==> config.mk <==
export PLATFORM = sky130hd
export DESIGN_NAME = morse_char_scheduler_flat
export DESIGN_NICKNAME = d
export VERILOG_FILES = /design/src/rtl/morse_char_scheduler_if.sv /design/src/rtl/morse_char_scheduler.sv /design/src/flat_wrapper.sv
export SDC_FILE = /design/constraint.sdc
export NUM_CORES = 1
export LEC_CHECK = 0
export CAP_MARGIN = 0
export CORE_MARGIN = 4
export CORE_UTILIZATION = 54
export DETAILED_ROUTE_END_ITERATION = 10
export PLACE_DENSITY_LB_ADDON = 0.08
export REMOVE_ABC_BUFFERS = 1
export SLEW_MARGIN = 30
export SYNTH_ARGS = -nofsm -noshare
export SYNTH_HDL_FRONTEND = slang
export SYNTH_SLANG_ARGS = --single-unit
==> constraint.sdc <==
create_clock -name clk -period 2.1 [get_ports clk]
set_input_delay 0.42 -clock clk [delete_from_list [all_inputs] [get_ports clk]]
set_output_delay 0.42 -clock clk [all_outputs]
set_load 0.005 [all_outputs]
==> src/rtl/morse_char_scheduler_if.sv <==
`default_nettype none
// ============================================================================
// Module      : morse_char_scheduler_if
// Description : Key-input and buzzer-handshake bundle for the Morse character
//               scheduler. The master is the scheduler. The slave is the
//               environment: the button front end plus the buzzer driver.
// Revision    : 1.0 - initial release
// ============================================================================
interface morse_char_scheduler_if;
    logic [4:0] key_code;     // character code from the button front end
    logic       key_valid;    // level, high while a key is held
    logic       buzzer_busy;  // driver busy flag
    logic       start;        // one-cycle start pulse to the driver
    logic [4:0] char_out;     // character held stable from start until done

    modport master (
        input  key_code,
        input  key_valid,
        input  buzzer_busy,
        output start,
        output char_out
    );

    modport slave (
        output key_code,
        output key_valid,
        output buzzer_busy,
        input  start,
        input  char_out
    );
endinterface
`default_nettype wire

==> src/rtl/morse_char_scheduler.sv <==
`default_nettype none
// ============================================================================
// Module      : morse_char_scheduler
// Description : Queues key presses in a small FIFO and issues them one at a
//               time to the Morse buzzer driver with a start/busy handshake.
//               A timed silence is enforced after every character.
//               Optional macro MORSE_SCHED_WORD_GAP_EN: code 31 becomes a
//               word-space token that only produces a 7/3-length gap.
// Revision    : 1.0 - initial release
// ============================================================================
module morse_char_scheduler #(
    parameter int CLK_HZ      = 25000000,
    parameter int DEPTH       = 8,
    parameter int GAP_MS      = 300,
    parameter int ACK_TIMEOUT = 15
) (
    input  wire logic                     clk,
    input  wire logic                     rst_n,
    morse_char_scheduler_if.master        bus,
    output logic [$clog2(DEPTH):0]        fifo_count,
    output logic                          overflow,
    output logic                          ack_err,
    output logic                          active
);
    localparam int AW       = $clog2(DEPTH);
    localparam int TICK_DIV = (CLK_HZ / 1000 > 0) ? CLK_HZ / 1000 : 1;
    localparam int PS_W     = (TICK_DIV > 1) ? $clog2(TICK_DIV) : 1;
    localparam int GAP_LONG = (7 * GAP_MS) / 3;
    localparam int GAP_W    = $clog2(GAP_LONG + 1);
    localparam int ACK_W    = $clog2(ACK_TIMEOUT + 1);
`ifdef MORSE_SCHED_WORD_GAP_EN
    localparam logic [4:0] WORD_TOKEN = 5'd31;
`endif

    typedef enum logic [2:0] {
        ST_IDLE      = 3'd0,
        ST_LOAD      = 3'd1,
        ST_START     = 3'd2,
        ST_WAIT_ACK  = 3'd3,
        ST_WAIT_DONE = 3'd4,
        ST_GAP       = 3'd5
    } state_t;

    state_t             state_q, state_d;
    logic [4:0]         mem_q [DEPTH];
    logic [4:0]         mem_d [DEPTH];
    logic [AW-1:0]      wr_ptr_q, wr_ptr_d;
    logic [AW-1:0]      rd_ptr_q, rd_ptr_d;
    logic [AW:0]        count_q, count_d;
    logic               key_valid_dly_q, key_valid_dly_d;
    logic               overflow_q, overflow_d;
    logic               ack_err_q, ack_err_d;
    logic               start_q, start_d;
    logic [4:0]         char_q, char_d;
    logic [ACK_W-1:0]   ack_cnt_q, ack_cnt_d;
    logic [PS_W-1:0]    ps_q, ps_d;
    logic [GAP_W-1:0]   gap_cnt_q, gap_cnt_d;
`ifdef MORSE_SCHED_WORD_GAP_EN
    logic               word_gap_q, word_gap_d;
`endif

    logic               push_req, push, pop, full, tick;
    logic [4:0]         head;
    logic [GAP_W-1:0]   gap_target;

    assign head = mem_q[rd_ptr_q];

    // FIFO bookkeeping: edge-detected push, pop only while loading a character
    always_comb begin
        key_valid_dly_d = bus.key_valid;
        push_req        = bus.key_valid & ~key_valid_dly_q;
        pop             = (state_q == ST_LOAD);
        full            = (count_q == (AW + 1)'(DEPTH));
        // a full FIFO still accepts a press when the head leaves on the same edge
        push            = push_req & (~full | pop);
        mem_d           = mem_q;
        if (push) begin
            mem_d[wr_ptr_q] = bus.key_code;
        end
        wr_ptr_d   = push ? wr_ptr_q + 1'b1 : wr_ptr_q;
        rd_ptr_d   = pop  ? rd_ptr_q + 1'b1 : rd_ptr_q;
        count_d    = count_q;
        case ({push, pop})
            2'b10:   count_d = count_q + 1'b1;
            2'b01:   count_d = count_q - 1'b1;
            default: count_d = count_q;
        endcase
        overflow_d = overflow_q | (push_req & ~push);
    end

    // Sequencer next state: load, start, handshake, then timed silence
    always_comb begin
        state_d    = state_q;
        start_d    = 1'b0;
        char_d     = char_q;
        ack_cnt_d  = ack_cnt_q;
        ack_err_d  = ack_err_q;
        ps_d       = ps_q;
        gap_cnt_d  = gap_cnt_q;
        tick       = (ps_q == PS_W'(TICK_DIV - 1));
`ifdef MORSE_SCHED_WORD_GAP_EN
        word_gap_d = word_gap_q;
        gap_target = word_gap_q ? GAP_W'(GAP_LONG - 1) : GAP_W'(GAP_MS - 1);
`else
        gap_target = GAP_W'(GAP_MS - 1);
`endif
        case (state_q)
            ST_IDLE: begin
                if (count_q != '0) begin
                    state_d = ST_LOAD;
                end
            end
            ST_LOAD: begin
`ifdef MORSE_SCHED_WORD_GAP_EN
                if (head == WORD_TOKEN) begin
                    word_gap_d = 1'b1;
                    ps_d       = '0;
                    gap_cnt_d  = '0;
                    state_d    = ST_GAP;
                end else
`endif
                begin
                    char_d  = head;
                    start_d = 1'b1;
                    state_d = ST_START;
`ifdef MORSE_SCHED_WORD_GAP_EN
                    word_gap_d = 1'b0;
`endif
                end
            end
            ST_START: begin
                ack_cnt_d = '0;
                state_d   = ST_WAIT_ACK;
            end
            ST_WAIT_ACK: begin
                if (bus.buzzer_busy) begin
                    state_d = ST_WAIT_DONE;
                end else if (ack_cnt_q == ACK_W'(ACK_TIMEOUT - 1)) begin
                    // driver never answered: give up on this character
                    ack_err_d = 1'b1;
                    ps_d      = '0;
                    gap_cnt_d = '0;
                    state_d   = ST_GAP;
                end else begin
                    ack_cnt_d = ack_cnt_q + 1'b1;
                end
            end
            ST_WAIT_DONE: begin
                if (!bus.buzzer_busy) begin
                    ps_d      = '0;
                    gap_cnt_d = '0;
                    state_d   = ST_GAP;
                end
            end
            ST_GAP: begin
                ps_d = tick ? '0 : ps_q + 1'b1;
                if (tick) begin
                    if (gap_cnt_q == gap_target) begin
                        state_d = ST_IDLE;
                    end else begin
                        gap_cnt_d = gap_cnt_q + 1'b1;
                    end
                end
            end
            default: state_d = ST_IDLE;
        endcase
    end

    // Control and status registers with asynchronous reset
    always_ff @(posedge clk or negedge rst_n) begin
        if (!rst_n) begin
            state_q         <= ST_IDLE;
            wr_ptr_q        <= '0;
            rd_ptr_q        <= '0;
            count_q         <= '0;
            key_valid_dly_q <= 1'b0;
            overflow_q      <= 1'b0;
            ack_err_q       <= 1'b0;
            start_q         <= 1'b0;
            char_q          <= '0;
            ack_cnt_q       <= '0;
            ps_q            <= '0;
            gap_cnt_q       <= '0;
`ifdef MORSE_SCHED_WORD_GAP_EN
            word_gap_q      <= 1'b0;
`endif
        end else begin
            state_q         <= state_d;
            wr_ptr_q        <= wr_ptr_d;
            rd_ptr_q        <= rd_ptr_d;
            count_q         <= count_d;
            key_valid_dly_q <= key_valid_dly_d;
            overflow_q      <= overflow_d;
            ack_err_q       <= ack_err_d;
            start_q         <= start_d;
            char_q          <= char_d;
            ack_cnt_q       <= ack_cnt_d;
            ps_q            <= ps_d;
            gap_cnt_q       <= gap_cnt_d;
`ifdef MORSE_SCHED_WORD_GAP_EN
            word_gap_q      <= word_gap_d;
`endif
        end
    end

    // FIFO storage; contents are meaningless until written, so no reset
    always_ff @(posedge clk) begin
        mem_q <= mem_d;
    end

    assign bus.start    = start_q;
    assign bus.char_out = char_q;
    assign fifo_count   = count_q;
    assign overflow     = overflow_q;
    assign ack_err      = ack_err_q;
    assign active       = (state_q != ST_IDLE);
endmodule
`default_nettype wire

==> src/flat_wrapper.sv <==
// flat-port wrapper written by rule: the top's interface ports become plain ports
module morse_char_scheduler_flat 
#(
    parameter int CLK_HZ      = 25000000,
    parameter int DEPTH       = 8,
    parameter int GAP_MS      = 300,
    parameter int ACK_TIMEOUT = 15
)
  (clk, rst_n, fifo_count, overflow, ack_err, active, bus_key_code, bus_key_valid, bus_buzzer_busy, bus_start, bus_char_out);
  morse_char_scheduler_if bus_i ();
  input  wire logic clk;
  input  wire logic rst_n;
  output logic [$clog2(DEPTH):0] fifo_count;
  output logic overflow;
  output logic ack_err;
  output logic active;
  input wire logic [$bits(bus_i.key_code)-1:0] bus_key_code;
  input wire logic [$bits(bus_i.key_valid)-1:0] bus_key_valid;
  input wire logic [$bits(bus_i.buzzer_busy)-1:0] bus_buzzer_busy;
  output wire logic [$bits(bus_i.start)-1:0] bus_start;
  output wire logic [$bits(bus_i.char_out)-1:0] bus_char_out;
  assign bus_i.key_code = bus_key_code;
  assign bus_i.key_valid = bus_key_valid;
  assign bus_i.buzzer_busy = bus_buzzer_busy;
  assign bus_start = bus_i.start;
  assign bus_char_out = bus_i.char_out;
  morse_char_scheduler #(.CLK_HZ(CLK_HZ), .DEPTH(DEPTH), .GAP_MS(GAP_MS), .ACK_TIMEOUT(ACK_TIMEOUT)) u_core (.clk(clk), .rst_n(rst_n), .bus(bus_i), .fifo_count(fifo_count), .overflow(overflow), .ack_err(ack_err), .active(active));
endmodule
==> results.sh, run 1 <==
export IMPL_outcome="completed"
export IMPL_worstSetupPathType="flip-flop to output port"
export IMPL_synth_edf_count=40
export IMPL_rows=32
export IMPL_hold_buffers=0
export IMPL_dp_hpwl_mm=5.45
export IMPL_die_x_um=96.8
export IMPL_start_util_pct=55.4
export IMPL_grt_pass1_wl_mm=13.6
export IMPL_crit_path_max_fanout=10
export IMPL_critPathRequiredTime_ns=1.68
export IMPL_core_area_mm2=0.00769
export IMPL_cts_setup_buffers=0
export IMPL_diodes=0
export IMPL_portBuffers=21
export IMPL_setup_violations=0
export IMPL_yosys_warnings=0
export IMPL_min_period_over_period_pct=94.7
export IMPL_period_needed_ns=1.99
export IMPL_synth_ff_type="dfrtp_1"
export IMPL_grt_max_degree=52
export IMPL_pre_cts_ws_ns=-0.148
export IMPL_drc_errors=0
export IMPL_hold_path_class="input port to async pin"
export IMPL_async_reset_ff_share_pct=56.0
export IMPL_viasPerCell=5.57
export IMPL_relSlewSlack_pct=65.9
export IMPL_clkPwrFrac_pct=18.0
export IMPL_setup_worst_path_end_class="output port"
export IMPL_routedWlPerCell_um=15.9
export IMPL_yosysMostFrequentCell="dfrtp_1"
export IMPL_critPathLaunchType="flip-flop"
export IMPL_cts_made_buffers=9
export IMPL_drtIter0Drc=156
export IMPL_pwr_share_seq_pct=46.0
export IMPL_ios=22
export IMPL_setup_tns_ns=0
export IMPL_place_area_mm2=0.00474
export IMPL_synth_top_area_share_pct=30.0
export IMPL_htreeDepth=3
export IMPL_syn_avg_cell_area_um2=12.7
export IMPL_place_congestion=0.809
export IMPL_switching_share_pct=34.7
export IMPL_layout_nets=397
export IMPL_synth_cell_type_count=57
export IMPL_routed_wl_mm=7.76
export IMPL_worst_pin_slew_ns=0.511
export IMPL_ff2ff_setup_slack_ns=0.16
export IMPL_synth_top_area_cell="dfrtp_1"
export IMPL_antenna_found_initial=0
export IMPL_first_pass_iters=4
export IMPL_drive_gt1_share_pct=19.2
export IMPL_power_switching_mw=2.04
export IMPL_total_power_mw=5.86
export IMPL_powerDensity_mw_per_mm2=1190
export IMPL_worst_r2r_path_depth=8
export IMPL_clkSinkCount=91
export IMPL_peakVddDrop_mv=0.679
export IMPL_fin_area_mm2=0.00492
export IMPL_worstReg2RegEnd="u_core.fifo_count[2]"
export IMPL_cts_tree="built"
export IMPL_reg2reg_from="u_core.state_q[1]"
export IMPL_seq_area_frac_synth_pct=58.2
export IMPL_clkLatencyLatePin_ns=0.35
export IMPL_ys_top_cells_by_count="dfrtp_1 (51), edfxtp_1 (40), nand2_1 (32), nor2_1 (27), xor2_1 (17)"
export IMPL_critPathCapture="active"
export IMPL_cap_violations=0
export IMPL_area_growth_synth_to_final_pct=15.6
export IMPL_dieArea_mm2=0.00936
export IMPL_die_h_um=96.8
export IMPL_root_buffer="clkbuf_8"
export IMPL_hold_viol_final=0
export IMPL_fmax_mhz=503
export IMPL_fin_worst_skew_ns=0.0110
export IMPL_power_internal_mw=3.82
export IMPL_clkTransAtPathRegs_ns=0.09
export IMPL_p_comb_share_pct=36.0
export IMPL_final_antenna_net_count=0
export IMPL_drv_slew=0
export IMPL_crit_start="u_core.state_q[1]"
export IMPL_cp_arrival_ns=1.57
export IMPL_netlist_area_mm2=0.00426
export IMPL_p_leak_nw=1.98
export IMPL_synth_ff_latch_count=91
export IMPL_ys_top_cells_by_area="dfrtp_1 (30%), edfxtp_1 (28%), mux4_2 (5.3%)"
export IMPL_fin_ws_ns=0.110
export IMPL_clockBufferDepth=2
export IMPL_rsz0062_at_grt="false"
export IMPL_vias=2719
export IMPL_grt_usage_pct=18.0
export IMPL_netlist_instances=335
export IMPL_grt_pass1_vias=2750
export IMPL_grt_remaining_overflow=0
==> critical path, stage by stage (launching register included) <==
cell and delay [ns]:
dfrtp_1 0.38, buf_4 0.18, or3_1 0.39, dlygate4sd2_1 0.27
==> worst min-delay path by stage <==
stage,slack [ns],cells past startpoint,start,end
final,0.03,2,rst_n,u_core.bus.char_out[0]
after global routing,0.04,2,rst_n,u_core.bus.char_out[0]
after CTS,0.04,2,rst_n,u_core.bus.char_out[0]
after detailed placement,0.43,2,rst_n,u_core.bus.char_out[0]
after floorplan,0.12,0,rst_n,u_core.ack_cnt_q[0]
after global placement,0.43,2,rst_n,u_core.bus.char_out[1]
==> metrics by stage <==
step	hold slack (ns)	std cells	utilization, %
global route	0.0400	488	64.0
floorplan	0.124	321	-
detailed placement	0.427	472	61.7
global placement	0.429	472	61.7
finish	0.0285	488	64.0
CTS	0.0378	488	64.0
==> power by group through the flow <==
stage	Sequential [mW]	Clock (mW)	Combinational (mW)
after floorplan	2.75	0	1.21
after global placement	2.72	0	2.06
after detailed placement	2.72	0	2.12
after CTS	2.69	1.09	2.13
after global routing	2.77	1.18	2.37
final	2.70	1.05	2.11
==> timing repair <==
item / 4_1_cts / 5_1_grt
resized for setup: 2 / 1
pin swaps: 0 / 0
endpoints found under the setup margin: 1 / 2
==> cells in the final DEF (no fill, tap or decap), types with 7 or more instances in the layout <==
cell type,Yosys,routed
buf_4,2,25
clkbuf_8,0,9
clkdlybuf4s50_1,0,19
dfrtp_1,51,51
edfxtp_1,40,40
ha_1,7,7
mux4_2,10,10
nand2_1,32,32
nand3_1,10,10
nand4_1,13,13
nor2_1,27,27
nor3_1,10,10
o21ai_0,10,10
xnor2_1,9,9
xor2_1,17,17
==> registers in the layout (all words and copies together) (netlist names) <==
signal	flops
u_core.mem_q	40
u_core.ps_q	15
u_core.gap_cnt_q	10
u_core.bus.char_out	5
u_core.ack_cnt_q	4
u_core.fifo_count	4
u_core.rd_ptr_q	3
u_core.state_q	3
u_core.wr_ptr_q	3
u_core.ack_err	1
u_core.bus.start	1
u_core.key_valid_dly_q	1
u_core.overflow	1
==> cells by family (layout without fill, tap and decap cells) <==
logic type	after synthesis	count (layout)	share of synthesized area (%)
AND/OR/NAND/NOR	139	139	18.8
buffers and inverters	19	70	2.41
multiplexers	16	16	6.82
adder cells (fa/ha/maj)	7	7	2.06
flip-flops	91	91	58.2
XOR/XNOR	26	26	5.35
AO/OA/AOI/OAI	37	37	6.38
==> cell type report <==
cell class / instances / area (um^2)
Clock buffer: 10 / 128
Fill cell: 616 / 2770
Inverter: 5 / 20.0
Timing Repair Buffer: 49 / 443
Sequential cell: 91 / 2480
Tap cell: 102 / 128
Multi-Input combinational cell: 225 / 1680
Clock inverter: 6 / 47.5
==> routing by layer <==
layer,up-vias,part of all wire (%),global-route usage [%]
met1,1326,50,26.7
met4,0,0.94,5.83
met3,8,4.8,4.90
met5,-,0,0
met2,64,44,25.8
li1,1321,-,-
Power figures use the tool's default switching activity.
==> run 2, diff against run 1 <==
--- a/config.mk
+++ b/config.mk
@@ -9,6 +9,7 @@
 export CORE_MARGIN = 4
 export CORE_UTILIZATION = 54
 export DETAILED_ROUTE_END_ITERATION = 10
+export GPL_ROUTABILITY_DRIVEN = 0
 export PLACE_DENSITY_LB_ADDON = 0.08
 export REMOVE_ABC_BUFFERS = 1
 export SLEW_MARGIN = 30
==> results of run 2 <==
The final DEF is identical to that of run 1; final timing and power are the same.
